**src/rtl/shift_led_sequencer_if.sv**
```systemverilog
// Control/data bundle between the LED sequencer and its requester/shift-register side.
interface shift_led_sequencer_if #(
   parameter int LED_N = 8
);
   logic             man_req;
   logic             man_d;
   logic             pat_load;
   logic [LED_N-1:0] pattern;
   logic             auto_en;
   logic             sr_ce;
   logic             sr_d;
   logic             busy;
   logic             load_done;
   logic             req_drop;

   modport master (
      output man_req, man_d, pat_load, pattern, auto_en,
      input  sr_ce, sr_d, busy, load_done, req_drop
   );

   modport slave (
      input  man_req, man_d, pat_load, pattern, auto_en,
      output sr_ce, sr_d, busy, load_done, req_drop
   );
endinterface

```
**src/rtl/shift_led_sequencer.sv**
```systemverilog
// Drives a serial LED shift register: manual shifts, MSB-first pattern loads and
// periodic rotate-left ticks, keeping a shadow copy of the downstream register.
module shift_led_sequencer #(
   parameter int LED_N  = 8,
   parameter int PERIOD = 1000000
) (
   input logic                  clk,
   input logic                  rst,
   shift_led_sequencer_if.slave bus
);

   localparam int CNT_W = (PERIOD > 1) ? $clog2(PERIOD) : 1;
   localparam int BIT_W = (LED_N > 1) ? $clog2(LED_N) : 1;

   typedef enum logic [1:0] {
      S_IDLE = 2'd0,
      S_LOAD = 2'd1,
      S_RUN  = 2'd2
   } state_t;

   state_t             state_q, state_d;
   logic               sr_ce_q, sr_ce_d;
   logic               sr_d_q, sr_d_d;
   logic               busy_q, busy_d;
   logic               load_done_q, load_done_d;
   logic               req_drop_q, req_drop_d;
   logic [LED_N-1:0]   shadow_q, shadow_d;
   logic [LED_N-1:0]   pat_q, pat_d;
   logic [BIT_W-1:0]   bit_cnt_q, bit_cnt_d;
   logic [CNT_W-1:0]   cnt_q, cnt_d;
   logic               pend_q, pend_d;
   logic [LED_N-1:0]   shadow_nx;
   logic               tick;

   always_comb begin
      state_d     = state_q;
      sr_ce_d     = 1'b0;
      sr_d_d      = 1'b0;
      load_done_d = 1'b0;
      req_drop_d  = 1'b0;
      pat_d       = pat_q;
      bit_cnt_d   = bit_cnt_q;
      cnt_d       = cnt_q;
      pend_d      = pend_q;
      // Register contents after the shift currently on the outputs lands; a tick
      // decided right behind a shift must rotate the post-shift MSB.
      shadow_nx   = sr_ce_q ? {shadow_q[LED_N-2:0], sr_d_q} : shadow_q;
      shadow_d    = shadow_nx;
      tick        = (cnt_q == CNT_W'(PERIOD - 1));

      case (state_q)
         S_IDLE: begin
            if (bus.pat_load) begin
               pat_d      = bus.pattern;
               bit_cnt_d  = '0;
               req_drop_d = bus.man_req;
               state_d    = S_LOAD;
            end else if (bus.man_req) begin
               sr_ce_d = 1'b1;
               sr_d_d  = bus.man_d;
            end else if (bus.auto_en) begin
               cnt_d   = '0;
               pend_d  = 1'b0;
               state_d = S_RUN;
            end
         end

         S_LOAD: begin
            sr_ce_d    = 1'b1;
            sr_d_d     = pat_q[LED_N-1];
            pat_d      = {pat_q[LED_N-2:0], 1'b0};
            bit_cnt_d  = bit_cnt_q + BIT_W'(1);
            req_drop_d = bus.man_req;
            if (bit_cnt_q == BIT_W'(LED_N - 1)) begin
               load_done_d = 1'b1;
               bit_cnt_d   = '0;
               cnt_d       = '0;
               pend_d      = 1'b0;
               state_d     = bus.auto_en ? S_RUN : S_IDLE;
            end
         end

         S_RUN: begin
            if (bus.pat_load) begin
               pat_d      = bus.pattern;
               bit_cnt_d  = '0;
               cnt_d      = '0;
               pend_d     = 1'b0;
               req_drop_d = bus.man_req;
               state_d    = S_LOAD;
            end else if (!bus.auto_en) begin
               cnt_d   = '0;
               pend_d  = 1'b0;
               state_d = S_IDLE;
               if (bus.man_req) begin
                  sr_ce_d = 1'b1;
                  sr_d_d  = bus.man_d;
               end
            end else begin
               cnt_d = tick ? '0 : cnt_q + CNT_W'(1);
               if (bus.man_req) begin
                  sr_ce_d = 1'b1;
                  sr_d_d  = bus.man_d;
                  if (tick) begin
                     pend_d = 1'b1;
                  end
               end else if (pend_q || tick) begin
                  sr_ce_d = 1'b1;
                  sr_d_d  = shadow_nx[LED_N-1];
                  pend_d  = 1'b0;
               end
            end
         end

         default: begin
            state_d = S_IDLE;
         end
      endcase

      busy_d = (state_d == S_LOAD);
   end

   always_ff @(posedge clk) begin
      if (rst) begin
         state_q     <= S_IDLE;
         sr_ce_q     <= 1'b0;
         sr_d_q      <= 1'b0;
         busy_q      <= 1'b0;
         load_done_q <= 1'b0;
         req_drop_q  <= 1'b0;
         shadow_q    <= '0;
         pat_q       <= '0;
         bit_cnt_q   <= '0;
         cnt_q       <= '0;
         pend_q      <= 1'b0;
      end else begin
         state_q     <= state_d;
         sr_ce_q     <= sr_ce_d;
         sr_d_q      <= sr_d_d;
         busy_q      <= busy_d;
         load_done_q <= load_done_d;
         req_drop_q  <= req_drop_d;
         shadow_q    <= shadow_d;
         pat_q       <= pat_d;
         bit_cnt_q   <= bit_cnt_d;
         cnt_q       <= cnt_d;
         pend_q      <= pend_d;
      end
   end

   assign bus.sr_ce     = sr_ce_q;
   assign bus.sr_d      = sr_d_q;
   assign bus.busy      = busy_q;
   assign bus.load_done = load_done_q;
   assign bus.req_drop  = req_drop_q;

endmodule

```
**src/flat_wrapper.sv**
```systemverilog
// flat-port wrapper written by rule: the top's interface ports become plain ports
module shift_led_sequencer_flat 
#(
   parameter int LED_N  = 8,
   parameter int PERIOD = 1000000
)
  (clk, rst, bus_man_req, bus_man_d, bus_pat_load, bus_pattern, bus_auto_en, bus_sr_ce, bus_sr_d, bus_busy, bus_load_done, bus_req_drop);
  shift_led_sequencer_if #(.LED_N(LED_N)) bus_i ();
  input logic clk;
  input logic rst;
  input wire logic [$bits(bus_i.man_req)-1:0] bus_man_req;
  input wire logic [$bits(bus_i.man_d)-1:0] bus_man_d;
  input wire logic [$bits(bus_i.pat_load)-1:0] bus_pat_load;
  input wire logic [$bits(bus_i.pattern)-1:0] bus_pattern;
  input wire logic [$bits(bus_i.auto_en)-1:0] bus_auto_en;
  output wire logic [$bits(bus_i.sr_ce)-1:0] bus_sr_ce;
  output wire logic [$bits(bus_i.sr_d)-1:0] bus_sr_d;
  output wire logic [$bits(bus_i.busy)-1:0] bus_busy;
  output wire logic [$bits(bus_i.load_done)-1:0] bus_load_done;
  output wire logic [$bits(bus_i.req_drop)-1:0] bus_req_drop;
  assign bus_i.man_req = bus_man_req;
  assign bus_i.man_d = bus_man_d;
  assign bus_i.pat_load = bus_pat_load;
  assign bus_i.pattern = bus_pattern;
  assign bus_i.auto_en = bus_auto_en;
  assign bus_sr_ce = bus_i.sr_ce;
  assign bus_sr_d = bus_i.sr_d;
  assign bus_busy = bus_i.busy;
  assign bus_load_done = bus_i.load_done;
  assign bus_req_drop = bus_i.req_drop;
  shift_led_sequencer #(.LED_N(LED_N), .PERIOD(PERIOD)) u_core (.clk(clk), .rst(rst), .bus(bus_i));
endmodule
```
**config.mk**
```make
export PLATFORM = sky130hd
export DESIGN_NAME = shift_led_sequencer_flat
export DESIGN_NICKNAME = d
export VERILOG_FILES = /design/src/rtl/shift_led_sequencer_if.sv /design/src/rtl/shift_led_sequencer.sv /design/src/flat_wrapper.sv
export SDC_FILE = /design/constraint.sdc
export NUM_CORES = 1
export LEC_CHECK = 0
export BUFFER_PORTS_ARGS = -buffer_cell sky130_fd_sc_hd__buf_2
export CAP_MARGIN = 10
export CORE_MARGIN = 1
export CORE_UTILIZATION = 50
export DETAILED_ROUTE_END_ITERATION = 7
export GPL_TIMING_DRIVEN = 0
export HOLD_SLACK_MARGIN = 0.06
export PLACE_DENSITY_LB_ADDON = 0.2
export SLEW_MARGIN = 25
export SYNTH_ARGS = -nofsm -noshare
export SYNTH_HDL_FRONTEND = slang
export SYNTH_SLANG_ARGS = --single-unit
```
**constraint.sdc**
```tcl
create_clock -name clk -period 1.99 [get_ports clk]
set_input_delay 0.2985 -clock clk [delete_from_list [all_inputs] [get_ports clk]]
set_output_delay 0.2985 -clock clk [all_outputs]
set_load 0.005 [all_outputs]
```
Word-level counts from Yosys, hierarchy flattened:

Index checks and enable logic that the tools add are counted.
Widths: inputs -> output; s select.

* register bits after elaboration: 47
* word-level logic and storage cells: 85
* input port bits: 14

* muxes and demuxes: 49
* add/sub/neg operators: 2
* reduce and logical (&&, ||, !) cells: 9
* bitwise operators: 1
* eq/ne operators: 12

Operators with widths (count)
* $mux 20: 7
* $pmux 20 s3: 1
* $mux 1: 23
* $add 20x1->20 const B: 1
* $eq 20x20->1 const B: 1
* $mux 8: 2
* $pmux 8 s2: 1
* $mux 2: 7
* $ne 5x4->1 const B: 2
* $pmux 1 s3: 3
* $reduce_and 7->1: 1
* $mux 3: 2
* $ne 2x2->1 const B: 3
* $pmux 2 s3: 1
* $pmux 3 s2: 1
* $reduce_and 5->1: 1
* $eq 2x1->1 const B: 2
* $ne 2x1->1 const B: 2
* $reduce_or 2->1: 2
* $add 3x1->3 const B: 1
* $eq 3x3->1 const B: 1
* $reduce_bool 3->1: 1
* $eq 2x2->1 const B: 1
* $logic_not 2->1: 1
* 5 further kinds: 5

Logic depth before layout (Yosys ltp):

* depth after elaboration: 7
* mapped depth: 7
* mapped depth without buffers: 6

Worst setup path before layout:

OpenSTA, ideal clock, no wires.

* path type: register to register
* from: register u_core.cnt_q[0]
* to: register u_core.cnt_q[18]
* path buffers: 0
* setup slack: 0.263 ns
* cell stages (with the launch flop): 7
* data arrival time: 1.665 ns
* data required time: 1.928 ns
* period minus slack after synthesis: 1.727 ns
* cell sequence: dfxtp_1 ha_1 nand3_1 nor3_2 nand4_1 or3b_1 nand3_1

* longest elaborated chain between the ends: 5
* elaborated cells between the ends (all ways): 6

RTL lines
* start, declared: line shift_led_sequencer.sv:30 `logic [CNT_W-1:0] cnt_q, cnt_d;`
* start signal, assigned: line shift_led_sequencer.sv:146 `cnt_q <= cnt_d;`
* $add 20x1->20 / $eq 20x20->1 (equally long branches): line shift_led_sequencer.sv:100, shift_led_sequencer.sv:49
* $mux 20 *: line shift_led_sequencer.sv:100 `cnt_d = tick ? '0 : cnt_q + CNT_W'(1);`
* $mux 20 *: line shift_led_sequencer.sv:91 `end else if (!bus.auto_en) begin`
* $mux 20 *: line shift_led_sequencer.sv:84 `if (bus.pat_load) begin`
* $pmux 20 s3 *: line shift_led_sequencer.sv:51 `case (state_q)`

Mark *: on every way between the ends. The rest lies on a longest branch, timed or not.
A chain may end at the register's enable or synchronous reset.

Final worst setup path:

* from: register u_core.cnt_q[0]
* to: register u_core.cnt_q[17]

Same word-level chain as after synthesis.

==> out/summary.txt <==
die area: 0.00456 mm²
Met3 Wirelength: 168 µm
Leak: 0.958 nW
number of antenna violations at the first check in global routing: 0
synth top area cells: dfxtp_1, mux2i_1, nor2_1
crit-path max cell delay: 0.42 ns
Clock Sinks: 47
Worst Setup End Kind: flop
CTS H-tree lvls: 2
Worst EP arrival: 2.01 ns
nets@finish: 286
CP Buf/Inv Count: 2
Slowest-stage cell, CP: dfxtp_1
RSZ-0062 raised after global routing: no
clock buffer count from CTS: 5
Final Max Slew Viols: 0
syn_nets: 258
# setup viols final: 0
vias in the first global route: 1675
DR iter-0 viols: 108
worst-path fanout max: 10
Post-route DRC: 0
Yosys Warn Count: 0
clk_lat worst skew: 0.30 ns
Post-Synthesis Cells: 241
Max Root-Sink Buffers: 2
critical path required time: 2.18 ns
vias: 1820
metal2 WL: 1890 µm
Routed Antenna Nets: 0
final hold viol count: 0
Final Power: 0.00194 W
type of the worst min-delay path: primary input to flop
Initial Util: 52.9%
vias per cell: 5.69
met1 wire length: 2250 µm
I/O Buffers: 18
Worst-path clk slew: 0.09 ns
post-layout util: 61.4%
Worst-Margin Slew: 0.664 ns
FF+latch count, synth: 47
Final HPWL DP: 3000 µm
top sig layer: met4
drt pass-1 iters: 4
CP top delay family: simple AND/OR/NAND/NOR gates
max_cap viols: 0
placed cell areas: 0.00230 mm²
design area: 0.00249 mm²
setup TNS: 0 ns
clock root cell: clkbuf_8
Synth area leader: dfxtp_1
sequential element share of the synthesized area: 43.8%
period utilisation layout: 91.6%
syn_area_per_cell: 8.90 µm²
power per cell area: 781 mW/mm²
cell breakdown of the critical path: ha_1 > nand3_2 > nor2_4 > a211oi_4 > buf_12 > buf_6 > a32oi_1 > nand2_1
# diodes: 0
pin count of the biggest net entering global routing: 15
num ports: 19
Cell variety after synth: 46
Fin Hold WS: 0.249 ns
core area: 0.00406 mm²
status: finished, final reports clean
final period demand of the worst path: 1.82 ns
Overflow after GRT: 0
Syn Std Cell Area: 0.00215 mm²
synthesis-to-finish area growth: 16.0%
crit path kind: flop to flop
Worst slew margin: 55.7%
Post-Route WL: 4350 µm
Post-synth EDFFs: 0
CP startpoint kind: flop
Die Ht: 67.5 µm
chip width: 67.5 µm
Post-CTS Hold Buffers: 0
post-synth top area share: 43.8%
global-route wire length before repair: 7590 µm
FFs w/ async S/R, synth: 0%
drt wl/cell: 13.6 µm
Cell Rows: 23
share of cells above drive strength 1: 16.3%
ys flop type: dfxtp_1
clock skew: 0.00747 ns
CTS tree: yes
worst vdd ir: 0.477 mV
Achievable Freq: 0.549 GHz
routability cong.: 0.832
GRT Total Usage: 22.1%
==> final timing paths <==
kind / from / slack [ns] / cells after the start / endpoint
worst min-delay path: bus_auto_en / 0.25 / 3 / u_core.state_q[1]$_SDFF_PP0_
worst min register to register: u_core.cnt_q[19]$_SDFFE_PP0P_ / 0.48 / 1 / u_core.cnt_q[19]$_SDFFE_PP0P_
worst max register to register: u_core.cnt_q[0]$_SDFFE_PP0P_ / 0.17 / 8 / u_core.cnt_q[17]$_SDFFE_PP0P_
worst max-delay path: u_core.cnt_q[0]$_SDFFE_PP0P_ / 0.17 / 8 / u_core.cnt_q[17]$_SDFFE_PP0P_
==> flip-flops by register name, indices dropped and copies added, names as in the netlist <==
register / count
u_core.bit_cnt_q: 3
u_core.bus.sr_ce: 1
u_core.bus.busy: 1
u_core.shadow_q: 8
u_core.bus.load_done: 1
u_core.cnt_q: 20
u_core.state_q: 2
u_core.pat_q: 8
u_core.pend_q: 1
u_core.bus.req_drop: 1
u_core.bus.sr_d: 1
==> layout by cell type (no fill, tap or decap), types with 2 or more instances in the layout <==
cell,Yosys,final
bufinv_16,0,2
buf_4,0,2
or3b_1,2,2
nor2b_1,3,3
a211oi_1,7,7
o21a_1,2,2
a22oi_1,4,4
nor3_1,5,4
dfxtp_1,47,47
buf_6,3,3
mux2i_1,17,17
nor2_1,31,30
nand2b_1,2,2
ha_1,3,3
a31oi_1,9,9
and4_1,3,3
a22o_1,2,2
nand3_2,1,2
nand2_1,22,22
nand3b_1,2,2
nor4_1,2,2
a21oi_1,19,19
inv_1,4,4
nand3_1,11,10
a41oi_1,2,2
clkbuf_1,6,7
o21ai_0,4,4
clkbuf_8,0,5
or2b_1,2,2
buf_2,0,18
nand4_1,6,6
and3_2,2,2
==> kinds of logic (layout without fill, tap and decap cells) <==
| logic type | after synthesis | in the layout | share of synthesized area [%] |
|---|---|---|---|
| DFF | 47 | 47 | 43.8 |
| buffers and inverters | 15 | 44 | 3.73 |
| AOI/OAI and AO/OA | 56 | 56 | 17.5 |
| muxes | 18 | 18 | 8.45 |
| adders and majority gates | 3 | 3 | 1.75 |
| xor gates and xnor gates | 2 | 2 | 0.816 |
| and+or+nand+nor | 100 | 100 | 23.9 |
==> per-layer routing <==
layer | global-route usage, % | up-vias
met4 | 6.65 | 0
met1 | 29.5 | 841
met3 | 6.08 | 5
met2 | 34.3 | 34
met5 | 0 | -
li1 | - | 940
==> power breakdown <==
part,internal (W),total (W),switching (W)
registers,0.000965,0.000978,0.0000126
clock network,0.000502,0.000815,0.000313
logic,0.0000631,0.000151,0.0000882
total,0.00153,0.00194,0.000414
==> worst reg2reg max path: cells and delay by family, from the launching register on <==
kind / cells / cell delay (ns)
AND/OR/NAND/NOR: 3 / 0.49
flip-flops: 1 / 0.42
buffers and inverters: 2 / 0.29
AO/OA/AOI/OAI: 2 / 0.27
adder cells (fa/ha/maj): 1 / 0.24
==> through the flow <==
step | setup WS [ns] | instances
6_report | 0.167 | 320
4_1_cts | 0.0156 | 318
3_3_place_gp | -0.0131 | 309
3_5_place_dp | -0.0449 | 309
2_1_floorplan | 0.263 | 241
5_1_grt | 0.0421 | 320
==> synthesized netlist by cell type, types with 2 or more instances <==
master,count
nand2b_1,2
nand3b_1,2
o21ai_0,4
a22o_1,2
or3b_1,2
a41oi_1,2
a22oi_1,4
mux2i_1,17
inv_1,4
nand3_1,11
a211oi_1,7
buf_6,3
nor3_1,5
a31oi_1,9
nand2_1,22
a21oi_1,19
and3_2,2
dfxtp_1,47
nor2b_1,3
and4_1,3
nand4_1,6
nor4_1,2
clkbuf_1,6
nor2_1,31
o21a_1,2
ha_1,3
or2b_1,2
==> area by class of cell <==
class	instances	area, µm²
Clock inverter	2	60.1
Sequential cell	47	941
Inverter	4	15.0
Clock buffer	6	72.6
Tap cell	50	62.6
Multi-Input combinational cell	179	1150
Buffer	11	65.1
Fill cell	354	1570
Timing Repair Buffer	21	125
==> repair_timing <==
item / CTS / global route
hold endpoints to repair: 0 / 0
setup endpoints to repair: 3 / 16
pin swaps: 1 / 2
gates resized for setup: 2 / 3
setup buffers: 1 / 2
Power figures use the tool's default switching activity.
